--- config.mk ---
export PLATFORM = sky130hd
export DESIGN_NAME = ospfb_fft_cfg_ctrl_flat
export DESIGN_NICKNAME = d
export VERILOG_FILES = /design/src/rtl/ospfb_fft_cfg_ctrl_if.sv /design/src/rtl/ospfb_fft_cfg_ctrl.sv /design/src/flat_wrapper.sv
export SDC_FILE = /design/constraint.sdc
export NUM_CORES = 1
export LEC_CHECK = 0
export BUFFER_PORTS_ARGS = -buffer_cell sky130_fd_sc_hd__buf_2
export CAP_MARGIN = 25
export CORE_AREA = 2 2 89 91
export CTS_CLUSTER_SIZE = 28
export DETAILED_ROUTE_END_ITERATION = 16
export DIE_AREA = 0 0 91 93
export GPL_TIMING_DRIVEN = 0
export PLACE_DENSITY = 0.79
export SYNTH_ARGS = -nofsm -noshare
export SYNTH_HDL_FRONTEND = slang
export SYNTH_SLANG_ARGS = --single-unit
--- constraint.sdc ---
create_clock -name clk -period 2.4 [get_ports clk]
set_input_delay 0.12 -clock clk [delete_from_list [all_inputs] [get_ports clk]]
set_output_delay 0.12 -clock clk [all_outputs]
set_load 0.005 [all_outputs]
--- src/rtl/ospfb_fft_cfg_ctrl_if.sv ---
// ---------------------------------------------------------------
// ospfb_fft_cfg_ctrl_if : AXI4-Stream config channel (tdata/tvalid/tready)
// Rev 1.0
// ---------------------------------------------------------------
`default_nettype none

interface ospfb_fft_cfg_ctrl_if #(
  parameter int CONF_WID = 8
);
  logic [CONF_WID-1:0] tdata;
  logic                tvalid;
  logic                tready;

  modport master (output tdata, output tvalid, input tready);
  modport slave  (input tdata, input tvalid, output tready);
endinterface

`default_nettype wire

--- src/rtl/ospfb_fft_cfg_ctrl.sv ---
// ---------------------------------------------------------------
// ospfb_fft_cfg_ctrl : OSPFB inverse-FFT config sequencer + status counters
// Rev 1.0
// ---------------------------------------------------------------
`default_nettype none

module ospfb_fft_cfg_ctrl #(
  parameter int FFT_LEN      = 128,
  parameter int SAMP_PER_CLK = 2,
  parameter int FFT_CONF_WID = 8,
  parameter int FFT_STAT_WID = 8,
  parameter int SCALE_WID    = FFT_CONF_WID - 1,
  parameter int DEF_FWD_INV  = 0,
  parameter int DEF_SCALE    = 0,
  parameter int BND_TIMEOUT  = 2 * FFT_LEN / SAMP_PER_CLK,
  parameter int FRM_CNT_WID  = 32,
  parameter int OVF_CNT_WID  = 16
) (
  input  logic                    clk,
  input  logic                    rstn,
  input  logic                    cfg_update,
  input  logic                    cfg_fwd_inv,
  input  logic [SCALE_WID-1:0]    cfg_scale,
  ospfb_fft_cfg_ctrl_if.master    m_axis_config,
  input  logic                    fft_out_tvalid,
  input  logic                    fft_out_tready,
  input  logic                    fft_out_tlast,
  input  logic                    fft_status_tvalid,
  input  logic [FFT_STAT_WID-1:0] fft_status_tdata,
  input  logic                    ovf_clr,
  output logic                    active_fwd_inv,
  output logic [SCALE_WID-1:0]    active_scale,
  output logic                    cfg_busy,
  output logic                    cfg_applied,
  output logic [FRM_CNT_WID-1:0]  frame_cnt,
  output logic [OVF_CNT_WID-1:0]  ovf_cnt,
  output logic                    ovf_sticky
);

  localparam int TMR_W = $clog2(BND_TIMEOUT);
  localparam logic [TMR_W-1:0] TMR_MAX = TMR_W'(BND_TIMEOUT - 1);
  localparam logic [FFT_CONF_WID-1:0] DEF_WORD = {SCALE_WID'(DEF_SCALE), 1'(DEF_FWD_INV)};

  typedef enum logic [1:0] {
    ST_INIT     = 2'd0,
    ST_RUN      = 2'd1,
    ST_WAIT_BND = 2'd2,
    ST_SEND     = 2'd3
  } state_t;

  state_t                  r_state, w_state_nxt;
  logic [FFT_CONF_WID-1:0] r_shadow, w_shadow_nxt;
  logic                    r_pending, w_pending_nxt;
  logic [TMR_W-1:0]        r_timer, w_timer_nxt;
  logic [FFT_CONF_WID-1:0] w_tdata_nxt;
  logic                    w_hs;
  logic                    w_bnd;
  logic                    w_ovf;
  logic                    w_unused_stat;

  assign w_hs          = m_axis_config.tvalid & m_axis_config.tready;
  assign w_bnd         = fft_out_tvalid & fft_out_tready & fft_out_tlast;
  assign w_ovf         = fft_status_tvalid & fft_status_tdata[0];
  assign w_unused_stat = ^fft_status_tdata[FFT_STAT_WID-1:1];

  always_comb begin
    w_state_nxt   = r_state;
    w_shadow_nxt  = r_shadow;
    w_pending_nxt = r_pending;
    w_timer_nxt   = r_timer;
    w_tdata_nxt   = m_axis_config.tdata;

    // Updates always land in the shadow; the in-flight word only changes on SEND entry.
    if (cfg_update) begin
      w_shadow_nxt  = {cfg_scale, cfg_fwd_inv};
      w_pending_nxt = 1'b1;
    end

    case (r_state)
      ST_INIT, ST_SEND: begin
        if (w_hs) begin
          w_state_nxt = w_pending_nxt ? ST_WAIT_BND : ST_RUN;
          w_timer_nxt = '0;
        end
      end
      ST_RUN: begin
        if (cfg_update) begin
          w_state_nxt = ST_WAIT_BND;
          w_timer_nxt = '0;
        end
      end
      ST_WAIT_BND: begin
        w_timer_nxt = r_timer + TMR_W'(1);
        // A boundary seen in the entry cycle (timer still 0) is deliberately ignored.
        if ((w_bnd && (r_timer != '0)) || (r_timer == TMR_MAX)) begin
          w_state_nxt   = ST_SEND;
          w_tdata_nxt   = w_shadow_nxt;
          w_pending_nxt = 1'b0;
        end
      end
      default: w_state_nxt = ST_INIT;
    endcase
  end

  always_ff @(posedge clk) begin
    if (!rstn) begin
      r_state              <= ST_INIT;
      r_shadow             <= '0;
      r_pending            <= 1'b0;
      r_timer              <= '0;
      m_axis_config.tvalid <= 1'b0;
      m_axis_config.tdata  <= DEF_WORD;
      active_fwd_inv       <= DEF_WORD[0];
      active_scale         <= DEF_WORD[FFT_CONF_WID-1:1];
      cfg_busy             <= 1'b1;
      cfg_applied          <= 1'b0;
      frame_cnt            <= '0;
      ovf_cnt              <= '0;
      ovf_sticky           <= 1'b0;
    end else begin
      r_state              <= w_state_nxt;
      r_shadow             <= w_shadow_nxt;
      r_pending            <= w_pending_nxt;
      r_timer              <= w_timer_nxt;
      m_axis_config.tvalid <= (w_state_nxt == ST_INIT) || (w_state_nxt == ST_SEND);
      m_axis_config.tdata  <= w_tdata_nxt;
      cfg_busy             <= (w_state_nxt != ST_RUN) || w_pending_nxt;
      cfg_applied          <= w_hs;
      if (w_hs) begin
        active_fwd_inv <= m_axis_config.tdata[0];
        active_scale   <= m_axis_config.tdata[FFT_CONF_WID-1:1];
      end

      if (w_bnd) begin
        frame_cnt <= frame_cnt + FRM_CNT_WID'(1);
      end

      // Clear wins over history but not over an overflow in the same cycle.
      if (ovf_clr) begin
        ovf_cnt    <= w_ovf ? OVF_CNT_WID'(1) : '0;
        ovf_sticky <= w_ovf;
      end else if (w_ovf) begin
        if (ovf_cnt != '1) begin
          ovf_cnt <= ovf_cnt + OVF_CNT_WID'(1);
        end
        ovf_sticky <= 1'b1;
      end
    end
  end

endmodule

`default_nettype wire

--- src/flat_wrapper.sv ---
// flat-port wrapper written by rule: the top's interface ports become plain ports
module ospfb_fft_cfg_ctrl_flat 
#(
  parameter int FFT_LEN      = 128,
  parameter int SAMP_PER_CLK = 2,
  parameter int FFT_CONF_WID = 8,
  parameter int FFT_STAT_WID = 8,
  parameter int SCALE_WID    = FFT_CONF_WID - 1,
  parameter int DEF_FWD_INV  = 0,
  parameter int DEF_SCALE    = 0,
  parameter int BND_TIMEOUT  = 2 * FFT_LEN / SAMP_PER_CLK,
  parameter int FRM_CNT_WID  = 32,
  parameter int OVF_CNT_WID  = 16
)
  (clk, rstn, cfg_update, cfg_fwd_inv, cfg_scale, fft_out_tvalid, fft_out_tready, fft_out_tlast, fft_status_tvalid, fft_status_tdata, ovf_clr, active_fwd_inv, active_scale, cfg_busy, cfg_applied, frame_cnt, ovf_cnt, ovf_sticky, m_axis_config_tdata, m_axis_config_tvalid, m_axis_config_tready);
  ospfb_fft_cfg_ctrl_if #(.CONF_WID(8)) m_axis_config_i ();
  input  logic clk;
  input  logic rstn;
  input  logic cfg_update;
  input  logic cfg_fwd_inv;
  input  logic [SCALE_WID-1:0] cfg_scale;
  input  logic fft_out_tvalid;
  input  logic fft_out_tready;
  input  logic fft_out_tlast;
  input  logic fft_status_tvalid;
  input  logic [FFT_STAT_WID-1:0] fft_status_tdata;
  input  logic ovf_clr;
  output logic active_fwd_inv;
  output logic [SCALE_WID-1:0] active_scale;
  output logic cfg_busy;
  output logic cfg_applied;
  output logic [FRM_CNT_WID-1:0] frame_cnt;
  output logic [OVF_CNT_WID-1:0] ovf_cnt;
  output logic ovf_sticky;
  output wire logic [$bits(m_axis_config_i.tdata)-1:0] m_axis_config_tdata;
  output wire logic [$bits(m_axis_config_i.tvalid)-1:0] m_axis_config_tvalid;
  input wire logic [$bits(m_axis_config_i.tready)-1:0] m_axis_config_tready;
  assign m_axis_config_tdata = m_axis_config_i.tdata;
  assign m_axis_config_tvalid = m_axis_config_i.tvalid;
  assign m_axis_config_i.tready = m_axis_config_tready;
  ospfb_fft_cfg_ctrl #(.FFT_LEN(FFT_LEN), .SAMP_PER_CLK(SAMP_PER_CLK), .FFT_CONF_WID(FFT_CONF_WID), .FFT_STAT_WID(FFT_STAT_WID), .SCALE_WID(SCALE_WID), .DEF_FWD_INV(DEF_FWD_INV), .DEF_SCALE(DEF_SCALE), .BND_TIMEOUT(BND_TIMEOUT), .FRM_CNT_WID(FRM_CNT_WID), .OVF_CNT_WID(OVF_CNT_WID)) u_core (.clk(clk), .rstn(rstn), .cfg_update(cfg_update), .cfg_fwd_inv(cfg_fwd_inv), .cfg_scale(cfg_scale), .m_axis_config(m_axis_config_i), .fft_out_tvalid(fft_out_tvalid), .fft_out_tready(fft_out_tready), .fft_out_tlast(fft_out_tlast), .fft_status_tvalid(fft_status_tvalid), .fft_status_tdata(fft_status_tdata), .ovf_clr(ovf_clr), .active_fwd_inv(active_fwd_inv), .active_scale(active_scale), .cfg_busy(cfg_busy), .cfg_applied(cfg_applied), .frame_cnt(frame_cnt), .ovf_cnt(ovf_cnt), .ovf_sticky(ovf_sticky));
endmodule
==> metrics.cfg <==
[grt]
antenna_found_initial=0
overflow=0
grt_max_degree=16
grt_pass1_vias=3669
grt_usage_pct=24.0
grt_pass1_wl_mm=16.8

[placement]
gp_congestion=0.823
portBuffers=85
dp.final_hpwl_mm=6.89

[worst_setup_path]
crit_type=reg2reg
ff2ff_setup_slack_ns=0.15
r2r_cells=6
reg2reg_from=u_core.frame_cnt[8]
worstSetupStartpointType=flop
worstPathMaxFanout=10
cp.arrival_ns=2.54
end_kind=flop
r2r_end=u_core.frame_cnt[24]
critPathRequiredTime_ns=2.69

[sta]
worst_pin_slew_ns=0.877
fmax_mhz=444
finalMaxSlewViolations=0
setup_viol=0
setup_tns_ns=0
slew_headroom_pct=41.0
clock-skew-final_ns=0.0160
period_share_pct=93.9
finalHoldViolCount=0
post-route-min-period_ns=2.25
grt_setup_unrepaired=false

[route]
vias=3839
first_pass_iters=5
drt_first_iter_violations=198
antenna_left=0
post-route-drc-count=0
routed_wl_mm=9.79
wl_per_cell_um=14.7
vias_per_cell=5.76

[synth]
yosysUniqueCellTypes=43
synth.cell_area_um2=3970
syn_inst=464
ys.flop_type=dfxtp_1
synth_seq_cells=86
synth-edff-count=0
avgSynthCellArea_um2=8.56
yosysWarnings=0
ys_async_sr_fraction_pct=0
ys_seq_area_share_pct=43.3
synth.net_count=496

[clock_tree]
ctsRootBufferMaster=clkbuf_8
clk_path_buf_depth=2
cts_setup_buffers=0
clkLatencyLatePin_ns=0.36
clkTransAtPathRegs_ns=0.09
cts_buffers=9
cts_tree=built
cts_sinks=86
htreeDepth=3

[worst_hold_path]
holdPathStages=3
whs_endpoint=u_core.r_shadow[7]
hold_path.startpoint=cfg_scale[6]
hold_class=in2reg

[final_layout]
fill_cells=690
diodes=0
syn_to_final_growth_pct=19.8
multi_input_area_um2=2110
drive_above_1_share_pct=20.5
regArea_um2=1720
finalNetCount=592

[power]
p_per_area_nw_per_um2=680
p_total_w=0.00324
p_leak_nw=1.80
peakVddDrop_mv=0.409

[job]
drv_cap=0

[die]
ioPinCount=93
die_h_um=93
rows=32
initial_utilization_pct=52.8
coreArea_um2=7530
dieArea_um2=8460
die_x_um=91

[outcome]
status=completed

[power breakdown]
group / switching [W] / internal [W] / total, W
combinational: 0.000333 / 0.000213 / 0.000545
clock: 0.000546 / 0.000622 / 0.00117
sequential: 0.0000422 / 0.00148 / 0.00152
total: 0.000921 / 0.00232 / 0.00324
[metal layers]
metal | global-route usage, % | wire length, um | vias to the layer above
met5 | 0 | 0 | -
met4 | 9.09 | 180 | 0
met3 | 5.40 | 631 | 21
met2 | 40.2 | 4670 | 149
met1 | 30.3 | 4320 | 1794
li1 | - | - | 1875
[what timing repair did]
item	in CTS	in global routing
hold buffers	0	0
gates resized for setup	1	0
hold endpoints to repair	0	0
setup endpoints to repair	1	0
[how the worst max path moves through the flow]
stage | startpoint | end | slack, ns | depth (start not counted)
final | u_core.frame_cnt[8] | u_core.frame_cnt[24] | 0.15 | 6
after global routing | u_core.ovf_cnt[0] | u_core.ovf_cnt[7] | 0.04 | 6
after CTS | u_core.frame_cnt[8] | u_core.frame_cnt[24] | 0.15 | 6
after detailed placement | u_core.r_state[0] | u_core.m_axis_config.tvalid | 0.01 | 8
after global placement | u_core.r_state[0] | u_core.m_axis_config.tvalid | 0.09 | 8
after floorplan | u_core.r_state[0] | u_core.m_axis_config.tvalid | 0.35 | 8
[final cells by class]
cell class / instances / area share (%)
multi-input combinational: 343 / 44.4
sequential: 86 / 36.2
timing repair buffer: 85 / 8.94
clock buffer: 10 / 2.89
tap: 102 / 2.68
clock inverter: 6 / 1.92
buffer: 22 / 1.92
inverter: 13 / 1.03
[layout by cell type (no fill, tap or decap), types with 4 or more instances in the layout]
master / n
a211oi_1: 5
a21oi_1: 32
and4_1: 4
buf_2: 85
clkbuf_1: 17
clkbuf_8: 10
dfxtp_1: 86
ha_1: 7
inv_1: 12
mux2i_1: 26
nand2_1: 71
nand2b_1: 19
nand3_1: 19
nand4_1: 11
nor2_1: 32
nor3_1: 8
nor4_1: 20
o21ai_0: 8
o221a_2: 8
o31ai_1: 11
or3_1: 4
or4_1: 13
xnor2_1: 15
[flip-flops by register name (all words and copies together) (netlist names)]
signal and cells:
u_core.ovf_sticky 1, u_core.cfg_applied 1, u_core.cfg_busy 1, u_core.r_pending 1, u_core.r_timer 7, u_core.r_state 2
u_core.ovf_cnt 16, u_core.r_shadow 8, u_core.active_fwd_inv 1, u_core.m_axis_config.tvalid 1, u_core.active_scale 7, u_core.m_axis_config.tdata 8
u_core.frame_cnt 32
[cell families after synthesis]
family | Yosys count | synth area share [%]
XOR/XNOR | 17 | 3.75
buffers and inverters | 35 | 3.53
adder cells (fa/ha/maj) | 7 | 2.20
flip-flops | 86 | 43.3
AO/OA/AOI/OAI | 78 | 13.2
multiplexers | 27 | 6.83
AND/OR/NAND/NOR | 214 | 27.2
[synthesized netlist by cell type (all sizes together) (11+ instances only)]
| cell | n | area [um2] |
|---|---|---|
| dfxtp | 86 | 1720 |
| nand2 | 71 | 267 |
| a21oi | 32 | 160 |
| nor2 | 32 | 120 |
| mux2i | 26 | 260 |
| nor4 | 20 | 125 |
| nand2b | 19 | 119 |
| nand3 | 19 | 95.1 |
| clkbuf | 18 | 68.8 |
| xnor2 | 15 | 131 |
| or4 | 13 | 97.6 |
| inv | 12 | 45.0 |
| nand4 | 11 | 68.8 |
| o31ai | 11 | 82.6 |
[through the flow]
step | hold WS, ns | setup slack, ns | std cells | util [%] | cell area (um2)
detailed placement | 0.387 | 0.0142 | 651 | 60.1 | 4530
global route | 0.0426 | 0.0358 | 667 | 63.2 | 4760
floorplan | 0.275 | 0.351 | 464 | - | 3970
finish | 0.0202 | 0.146 | 667 | 63.2 | 4760
CTS | 0.0116 | 0.149 | 667 | 63.2 | 4760
global placement | 0.384 | 0.0887 | 651 | 60.1 | 4530
[worst max-delay path, cell delays in order, from the launching register on]
cell and delay (ns):
dfxtp_1 0.43, nand4_1 0.15, or4_1 0.53, clkbuf_2 0.17
clkbuf_1 0.24, nor4_1 0.44, mux2i_1 0.23
(Power assumes the default switching activity.)
